`config.mk`:
```
export PLATFORM = sky130hd
export DESIGN_NAME = dec_onehot_seq_flat
export DESIGN_NICKNAME = d
export VERILOG_FILES = /design/src/rtl/dec_onehot_seq_pkg.sv /design/src/rtl/dec_onehot_seq_if.sv /design/src/rtl/dec_onehot_seq_dec.sv /design/src/rtl/dec_onehot_seq.sv /design/src/flat_wrapper.sv
export SDC_FILE = /design/constraint.sdc
export NUM_CORES = 1
export LEC_CHECK = 0
export CORE_MARGIN = 10
export CORE_UTILIZATION = 48
export CTS_BUF_LIST = sky130_fd_sc_hd__clkbuf_16
export CTS_CLUSTER_SIZE = 40
export DETAILED_ROUTE_END_ITERATION = 8
export PLACE_DENSITY_LB_ADDON = 0.1
export SETUP_SLACK_MARGIN = 0.5
export SLEW_MARGIN = 40
export SYNTH_ARGS = -nofsm -noshare
export SYNTH_HDL_FRONTEND = slang
export SYNTH_HIERARCHICAL = 1
export SYNTH_SLANG_ARGS = --single-unit
export TNS_END_PERCENT = 20
```
`constraint.sdc`:
```
create_clock -name clk -period 4.7 [get_ports clk]
set_input_delay 0.705 -clock clk [delete_from_list [all_inputs] [get_ports clk]]
set_output_delay 0.705 -clock clk [all_outputs]
set_load 0.01 [all_outputs]
```
`src/rtl/dec_onehot_seq_pkg.sv`:
```
// Shared definitions for the register-file write-select decoder: state encoding,
// default instance sizing and the hold-counter width helper.
package dec_onehot_seq_pkg;

    typedef enum logic {
        DEC_IDLE  = 1'b0,
        DEC_SWEEP = 1'b1
    } dec_state_e;

    localparam int RF_SEL_W       = 3;
    localparam int RF_HOLD_CYCLES = 1;

    // A one-cycle hold still needs a 1-bit counter so the compare stays well-formed.
    function automatic int hold_cnt_w(input int hold_cycles);
        return (hold_cycles <= 1) ? 1 : $clog2(hold_cycles);
    endfunction

endpackage

```
`src/rtl/dec_onehot_seq_if.sv`:
```
// Select/status bundle between the control unit (master) and the write-select decoder (slave).
interface dec_onehot_seq_if #(
    parameter int SEL_W = 3
);
    localparam int OUT_W = 1 << SEL_W;

    logic [SEL_W-1:0] w;
    logic             en;
    logic             sweep;
    logic             abort;
    logic [OUT_W-1:0] y;
    logic [SEL_W-1:0] index;
    logic             busy;
    logic             done;

    modport master (
        output w, en, sweep, abort,
        input  y, index, busy, done
    );

    modport slave (
        input  w, en, sweep, abort,
        output y, index, busy, done
    );

endinterface

```
`src/rtl/dec_onehot_seq_dec.sv`:
```
// Combinational SEL_W-to-OUT_W one-hot decoder with enable; all-zero when disabled.
module dec_onehot #(
    parameter int SEL_W = 3,
    parameter int OUT_W = 1 << SEL_W
) (
    input  logic [SEL_W-1:0] sel,
    input  logic             en,
    output logic [OUT_W-1:0] y
);

    assign y = en ? (OUT_W'(1) << sel) : '0;

endmodule

```
`src/rtl/dec_onehot_seq.sv`:
```
// Registered binary-to-one-hot write-select decoder with a sweep mode that walks every
// output in turn, holding each for HOLD_CYCLES cycles, to initialise the register file.
module dec_onehot_seq
    import dec_onehot_seq_pkg::*;
#(
    parameter int SEL_W       = RF_SEL_W,
    parameter int HOLD_CYCLES = RF_HOLD_CYCLES
) (
    input  logic             clk,
    input  logic             rst_n,
    dec_onehot_seq_if.slave  bus
);

    localparam int OUT_W  = 1 << SEL_W;
    localparam int HOLD_W = hold_cnt_w(HOLD_CYCLES);

    dec_state_e        state;
    logic [HOLD_W-1:0] hold_cnt;
    logic [SEL_W-1:0]  index_q;
    logic [OUT_W-1:0]  y_q;
    logic              busy_q;
    logic              done_q;

    logic              last_hold;
    logic              last_idx;
    logic [SEL_W-1:0]  dec_sel;
    logic              dec_en;
    logic [OUT_W-1:0]  dec_y;

    assign last_hold = (hold_cnt == HOLD_W'(HOLD_CYCLES - 1));
    assign last_idx  = (index_q == SEL_W'(OUT_W - 1));

    // One decoder serves both modes: next sweep slot while sweeping, else the
    // sweep start slot (0) or the direct select.
    always_comb begin
        dec_sel = bus.w;
        dec_en  = bus.en;
        if (state == DEC_SWEEP) begin
            dec_sel = index_q + 1'b1;
            dec_en  = 1'b1;
        end else if (bus.sweep) begin
            dec_sel = '0;
            dec_en  = 1'b1;
        end
    end

    dec_onehot #(
        .SEL_W (SEL_W),
        .OUT_W (OUT_W)
    ) u_dec (
        .sel (dec_sel),
        .en  (dec_en),
        .y   (dec_y)
    );

    always_ff @(posedge clk or negedge rst_n) begin
        if (!rst_n) begin
            state    <= DEC_IDLE;
            hold_cnt <= '0;
            index_q  <= '0;
            y_q      <= '0;
            busy_q   <= 1'b0;
            done_q   <= 1'b0;
        end else begin
            case (state)
                DEC_IDLE: begin
                    done_q <= 1'b0;
                    y_q    <= dec_y;
                    if (bus.sweep) begin
                        state    <= DEC_SWEEP;
                        index_q  <= '0;
                        hold_cnt <= '0;
                        busy_q   <= 1'b1;
                    end else if (bus.en) begin
                        index_q <= bus.w;
                    end
                end
                DEC_SWEEP: begin
                    // Abort wins over completion; neither path raises done on abort.
                    if (bus.abort) begin
                        state    <= DEC_IDLE;
                        hold_cnt <= '0;
                        y_q      <= '0;
                        busy_q   <= 1'b0;
                    end else if (last_hold) begin
                        hold_cnt <= '0;
                        if (last_idx) begin
                            state  <= DEC_IDLE;
                            y_q    <= '0;
                            busy_q <= 1'b0;
                            done_q <= 1'b1;
                        end else begin
                            index_q <= index_q + 1'b1;
                            y_q     <= dec_y;
                        end
                    end else begin
                        hold_cnt <= hold_cnt + 1'b1;
                    end
                end
                default: state <= DEC_IDLE;
            endcase
        end
    end

    assign bus.y     = y_q;
    assign bus.index = index_q;
    assign bus.busy  = busy_q;
    assign bus.done  = done_q;

endmodule

```
`src/flat_wrapper.sv`:
```
// flat-port wrapper written by rule: the top's interface ports become plain ports
module dec_onehot_seq_flat import dec_onehot_seq_pkg::*;
#(
    parameter int SEL_W       = RF_SEL_W,
    parameter int HOLD_CYCLES = RF_HOLD_CYCLES
)
  (clk, rst_n, bus_w, bus_en, bus_sweep, bus_abort, bus_y, bus_index, bus_busy, bus_done);
  dec_onehot_seq_if #(.SEL_W(SEL_W)) bus_i ();
  input  logic clk;
  input  logic rst_n;
  input wire logic [$bits(bus_i.w)-1:0] bus_w;
  input wire logic [$bits(bus_i.en)-1:0] bus_en;
  input wire logic [$bits(bus_i.sweep)-1:0] bus_sweep;
  input wire logic [$bits(bus_i.abort)-1:0] bus_abort;
  output wire logic [$bits(bus_i.y)-1:0] bus_y;
  output wire logic [$bits(bus_i.index)-1:0] bus_index;
  output wire logic [$bits(bus_i.busy)-1:0] bus_busy;
  output wire logic [$bits(bus_i.done)-1:0] bus_done;
  assign bus_i.w = bus_w;
  assign bus_i.en = bus_en;
  assign bus_i.sweep = bus_sweep;
  assign bus_i.abort = bus_abort;
  assign bus_y = bus_i.y;
  assign bus_index = bus_i.index;
  assign bus_busy = bus_i.busy;
  assign bus_done = bus_i.done;
  dec_onehot_seq #(.SEL_W(SEL_W), .HOLD_CYCLES(HOLD_CYCLES)) u_core (.clk(clk), .rst_n(rst_n), .bus(bus_i));
endmodule
```
==> out/results.ini, run 1 <==
[outcome]
status=finished, final reports clean

[floorplanning]
rows=13
ios=21
initial_core_util_pct=52.2
coreArea_mm2=0.00133
die_y_um=58.1
die_area_mm2=0.00337
die_w_um=58.1

[grt]
grt_usage_pct=9.06
grt_pass1_vias=484
grt-ovfl-total=0
met3_usage_pct=4.79
grt.busiest_layer=met2
grt_util_met1_pct=9.35
grt_pass1_wl_um=2390
met2_usage_pct=15.3
grt_max_degree=15
grt_antenna_before_repair=0

[yosys]
yosysSeqAreaShare_pct=50.4
yosys.cell_types.count=22
synthTopCellsByCount=dfrtp_1 (14), and2_1 (8)
synthTopCellsByArea=dfrtp_1 (50%), and2_1 (7.2%), mux2_4 (6.5%)
synth_compound_area_share_pct=5.76
synth_most_common_cell=dfrtp_1
synth_area_leader_cell=dfrtp_1
synth_ff_type=dfrtp_1
yosys.area_share.simple_pct=28.2
synth-edff-count=0
syn-mean-instance-area_um2=12.9
yosys_warnings=6
syn_inst=54
synth_nets=65
synth_xor_area_share_pct=0
syn_area_um2=696
async_flop_share_pct=100
synth_top_family_by_area=simple AND/OR/NAND/NOR gates
synth_seq_cells=14
synthMuxAreaShare_pct=8.09
synthAdderAreaFrac_pct=5.40
synth_top_area_share_pct=50.4

[layout]
area_growth_pct=40.6
fin_nets=89
final_layout_size_suffix_gt1_share_pct=18.4
diodes=0

[sta]
setup_tns_ns=0
rsz0062_at_grt=false
hold_violations=0
skew_ns=0.00153
clock.fmax_mhz=453
maxSlewHeadroom_pct=52.5
min_period_over_period_pct=46.9
hold_ws_ns=0.483
worstMarginPinSlew_ns=0.705
finalWorstPathRequiredPeriod_ns=2.21
setup_viol_count_final=0
final-max-slew-violation-count=0

[setup_path]
cpMaxStageDelayCell=o21ai_0
path_buf_inv=1
cp-start-kind=input pin
path_delay_family=compound AO/OA/AOI/OAI gates
crit_type=input pin to register
critPathMaxFanout=9
cpPeakStageDelay_ns=0.58
worstPathCellList=clkdlybuf4s50_1 > o21ai_0 > and2_4 > mux2_4
crit_path_end_kind=register
crit_arrival_ns=2.33
required_ns=4.82

[power_and_ir_drop]
p_leak_nw=0.457
p_per_area_mw_per_mm2=547
p_switching_uw=149
power.share.sequential_pct=32.9
switching_share_pct=27.8
p_comb_share_pct=38.8
peakVddDrop_v=0.000347
power.internal_uw=387
clkPwrFrac_pct=28.4

[drt]
via_per_inst=5.21
antenna_left=0
routedWlPerCell_um=15.2
firstDrtPassIters=4
drt_iter0_drc=2
routed_wl_um=1380
drc_errors=0
vias=474

[clock_network]
cts_resized=0
cts_root_buf=clkbuf_16
cts.hold.buffers_added=0
htree_num_levels=1
cts_sinks=14
cts-buffers-inserted=3
clk_latency_ns=0.24
cts_tree=done
clock_path_buffers=2
postCtsSetupBuffers=0
clkSlewWorstSetupHoldPaths_ns=0.04

[placed_design]
dpl.hpwl_um=1060
gp_congestion=0.782
io_buffers=20

[job]
max_cap_violations=0

[worst_hold_path]
hold_class=register to register

## stage by stage
stage	util, %	power [mW]	cells	setup WS, ns	cell area (um2)
after floorplan	-	0.295	54	2.82	696
after global placement	67.7	0.383	88	2.28	903
after detailed placement	67.7	0.388	88	2.23	903
after CTS	73.4	0.545	91	2.47	978
after global routing	73.4	0.573	91	2.32	978
final	73.4	0.536	91	2.49	978
## cells in the final DEF, fill, tap and decap left out
cell / Yosys / layout
and4_2: 1 / 1
o21ai_1: 0 / 1
nor2_1: 3 / 3
dfrtp_1: 14 / 14
and4b_2: 2 / 2
nor2b_1: 1 / 1
clkbuf_16: 0 / 3
and4bb_2: 1 / 1
clkdlybuf4s50_1: 0 / 20
o21ai_0: 3 / 2
o21a_1: 1 / 1
nor4b_2: 1 / 1
nand2b_1: 1 / 1
mux2_4: 3 / 3
nand2_1: 2 / 2
and4b_1: 1 / 1
inv_1: 1 / 1
and2_4: 1 / 1
or3_4: 1 / 1
and2_1: 8 / 8
mux2_2: 1 / 1
and4bb_1: 2 / 2
a22o_1: 2 / 2
ha_1: 3 / 3
## kinds of logic after synthesis
kind of cell / Yosys count
multiplexers: 4
flip-flops: 14
adder cells (fa/ha/maj): 3
buffers and inverters: 2
AND/OR/NAND/NOR: 25
AO/OA/AOI/OAI: 6
## power by group through the flow
| stage | clock network, mW | logic, mW | registers, mW |
|---|---|---|---|
| final | 0.152 | 0.208 | 0.176 |
| after detailed placement | 0 | 0.210 | 0.179 |
| after global placement | 0 | 0.206 | 0.177 |
| after global routing | 0.163 | 0.229 | 0.181 |
| after floorplan | 0 | 0.107 | 0.188 |
| after CTS | 0.157 | 0.211 | 0.177 |
## worst paths after layout
kind                                startpoint  slack, ns  cells past startpoint                   to
setup / recovery                     bus_abort       2.49                      4  u_core/bus.index[1]
max in group asynchronous                rst_n       3.47                      1      u_core/bus.y[1]
hold / removal                 u_core/bus.done       0.48                      1      u_core/bus.done
min in group asynchronous                rst_n       0.85                      1      u_core/bus.busy
hold reg to reg                u_core/bus.done       0.48                      1      u_core/bus.done
setup reg to reg           u_core/bus.index[0]       2.59                      5  u_core/bus.index[1]
## layout make-up
cell class,instances,area (um2)
Sequential cell,14,350
Tap cell,15,18.8
Multi-Input combinational cell,38,330
Inverter,1,3.75
Timing Repair Buffer,20,200
Clock buffer,3,75.1
Fill cell,92,355
## per-layer routing
metal | share of wire (%) | routed length, um
met4 | 0 | 0
met1 | 40 | 553
met2 | 51 | 708
met3 | 8.6 | 119
met5 | 0 | 0
## registers in the layout (all words and copies together), names as in the netlist
| register | count |
|---|---|
| u_core/bus.index | 3 |
| u_core/bus.y | 8 |
| u_core/bus.busy | 1 |
| u_core/bus.done | 1 |
| u_core/state | 1 |
Note: power is estimated with default switching activity, not from simulation.
==> run 2, diff against run 1 <==
Settings changed: CORE_ASPECT_RATIO from default to 1.2, CORE_UTILIZATION 48 to 40.
Clock period 4.7 ns to 2 ns, I/O delays scaled along.
==> run 2 against run 1 <==
Net effect:
- die area increased by 13%
- via count stayed put
- critical path depth increased by 1
- first-iteration DRC count shrank 50%
- critical path type is now register to register
- critical endpoint is now u_core/bus.y[5]
==> out/results.ini, run 2 (synthesis results as in run 1) <==
[outcome]
status=finished, final reports clean

[floorplanning]
rows=16
initial_core_util_pct=42.4
die_area_mm2=0.00381
coreArea_mm2=0.00164
ios=21
die_y_um=65.7
die_w_um=58.1

[layout]
largest_reg_flops=8
n_fill_cell=126
mostFrequentLayoutCell=clkdlybuf4s50_1
fin_nets=94
layout_common_cells=clkdlybuf4s50_1 (20), dfrtp_1 (12), and2_1 (8)
post-route-util_pct=64.5
diodes=0
area_growth_pct=52.2
final_layout_size_suffix_gt1_share_pct=32.1

[grt]
grt-ovfl-total=0
grt_pass1_wl_um=2490
grt_antenna_before_repair=0
grt_usage_pct=8.28
grt_pass1_vias=492
grt_max_degree=15

[setup_path]
crit_type=register to register
required_ns=2.12
crit_arrival_ns=1.69
critPathMaxFanout=9
path_delay_family=adder cells
worstPathCellList=ha_2 > ha_4 > a22o_4 > and4b_2 > and2_1
cp-start-kind=register
path_buf_inv=0
cpMaxStageDelayCell=dfrtp_1
cpPeakStageDelay_ns=0.39
r2r_setup_slack_ns=0.43
crit_path_end_kind=register

[clock_network]
cts_tree=done
htree_num_levels=1
clock_path_buffers=2
cts-buffers-inserted=3
cts.hold.buffers_added=0
cts_root_buf=clkbuf_16
clkSlewWorstSetupHoldPaths_ns=0.04
clk_latency_ns=0.24
cts_sinks=14

[sta]
clock.fmax_mhz=638
min_period_over_period_pct=78.4
worstMarginPinSlew_ns=0.611
skew_ns=0.00203
finalWorstPathRequiredPeriod_ns=1.57
setup_tns_ns=0
fin_ws_ns=0.432
final-max-slew-violation-count=0
hold_violations=0
rsz0062_at_grt=true
maxSlewHeadroom_pct=59.2
setup_viol_count_final=0

[power_and_ir_drop]
power.share.sequential_pct=30.8
clkPwrFrac_pct=26.1
p_per_area_mw_per_mm2=1300
p_comb_share_pct=43.1
p_leak_nw=0.482
power.internal_uw=991
p_switching_uw=381
peakVddDrop_v=0.000820
switching_share_pct=27.8

[drt]
routed_wl_um=1540
drt_iter0_drc=1
via_per_inst=4.79
drc_errors=0
routedWlPerCell_um=15.6
vias=474
firstDrtPassIters=4
antenna_left=0

[worst_hold_path]
hold_class=input pin to async pin

[job]
max_cap_violations=0

[placed_design]
dpl.hpwl_um=1120
gp_congestion=0.751
place_ws_ns=0.189
io_buffers=20

run 2: metrics by stage:
step / hold WS (ns) / power [mW] / cells / instance area, um2
floorplan: 0.00441 / 0.736 / 54 / 731
global placement: 0.476 / 0.962 / 92 / 950
detailed placement: 0.483 / 0.973 / 92 / 950
CTS: 0.478 / 1.34 / 96 / 1030
global route: 0.510 / 1.46 / 99 / 1060
finish: 0.452 / 1.37 / 99 / 1060
run 2: power by group through the flow:
stage,sequential [mW],clock [mW],combinational [mW]
floorplan,0.446,0,0.290
global placement,0.425,0,0.537
detailed placement,0.430,0,0.543
CTS,0.427,0.367,0.549
global route,0.432,0.382,0.647
finish,0.423,0.358,0.591
run 2: final cells by class:
| cell class | count | area, um2 | area share, % |
|---|---|---|---|
| clock buffer | 3 | 75.1 | 7.09 |
| inverter | 1 | 3.75 | 0.355 |
| multi-input combinational | 38 | 367 | 34.6 |
| sequential | 14 | 353 | 33.3 |
| tap | 18 | 22.5 | 2.13 |
| timing repair buffer | 25 | 238 | 22.5 |
run 2: final timing paths:
path / from / cells past startpoint / end
max in group asynchronous: rst_n / 1 / u_core/bus.index[2]
min in group clk: u_core/bus.done / 1 / u_core/bus.done
worst max register to register: u_core/bus.index[1] / 5 / u_core/bus.y[5]
worst min-delay path: rst_n / 1 / u_core/bus.y[7]
worst max-delay path: u_core/bus.index[1] / 5 / u_core/bus.y[5]
worst min register to register: u_core/bus.done / 1 / u_core/bus.done
run 2: per-layer routing:
metal	global-route usage, %	part of all wire [%]	up-vias
met3	3.65	8.4	0
met4	2.65	0	0
met5	0	0	-
li1	-	-	250
met2	13.6	46	13
met1	9.35	45	211
run 2: timing repair:
action	4_1_cts	5_1_grt
setup endpoints to repair	12	14
buffers inserted	1	3
pin swaps	2	0
gates cloned	0	0
resized for setup	1	2
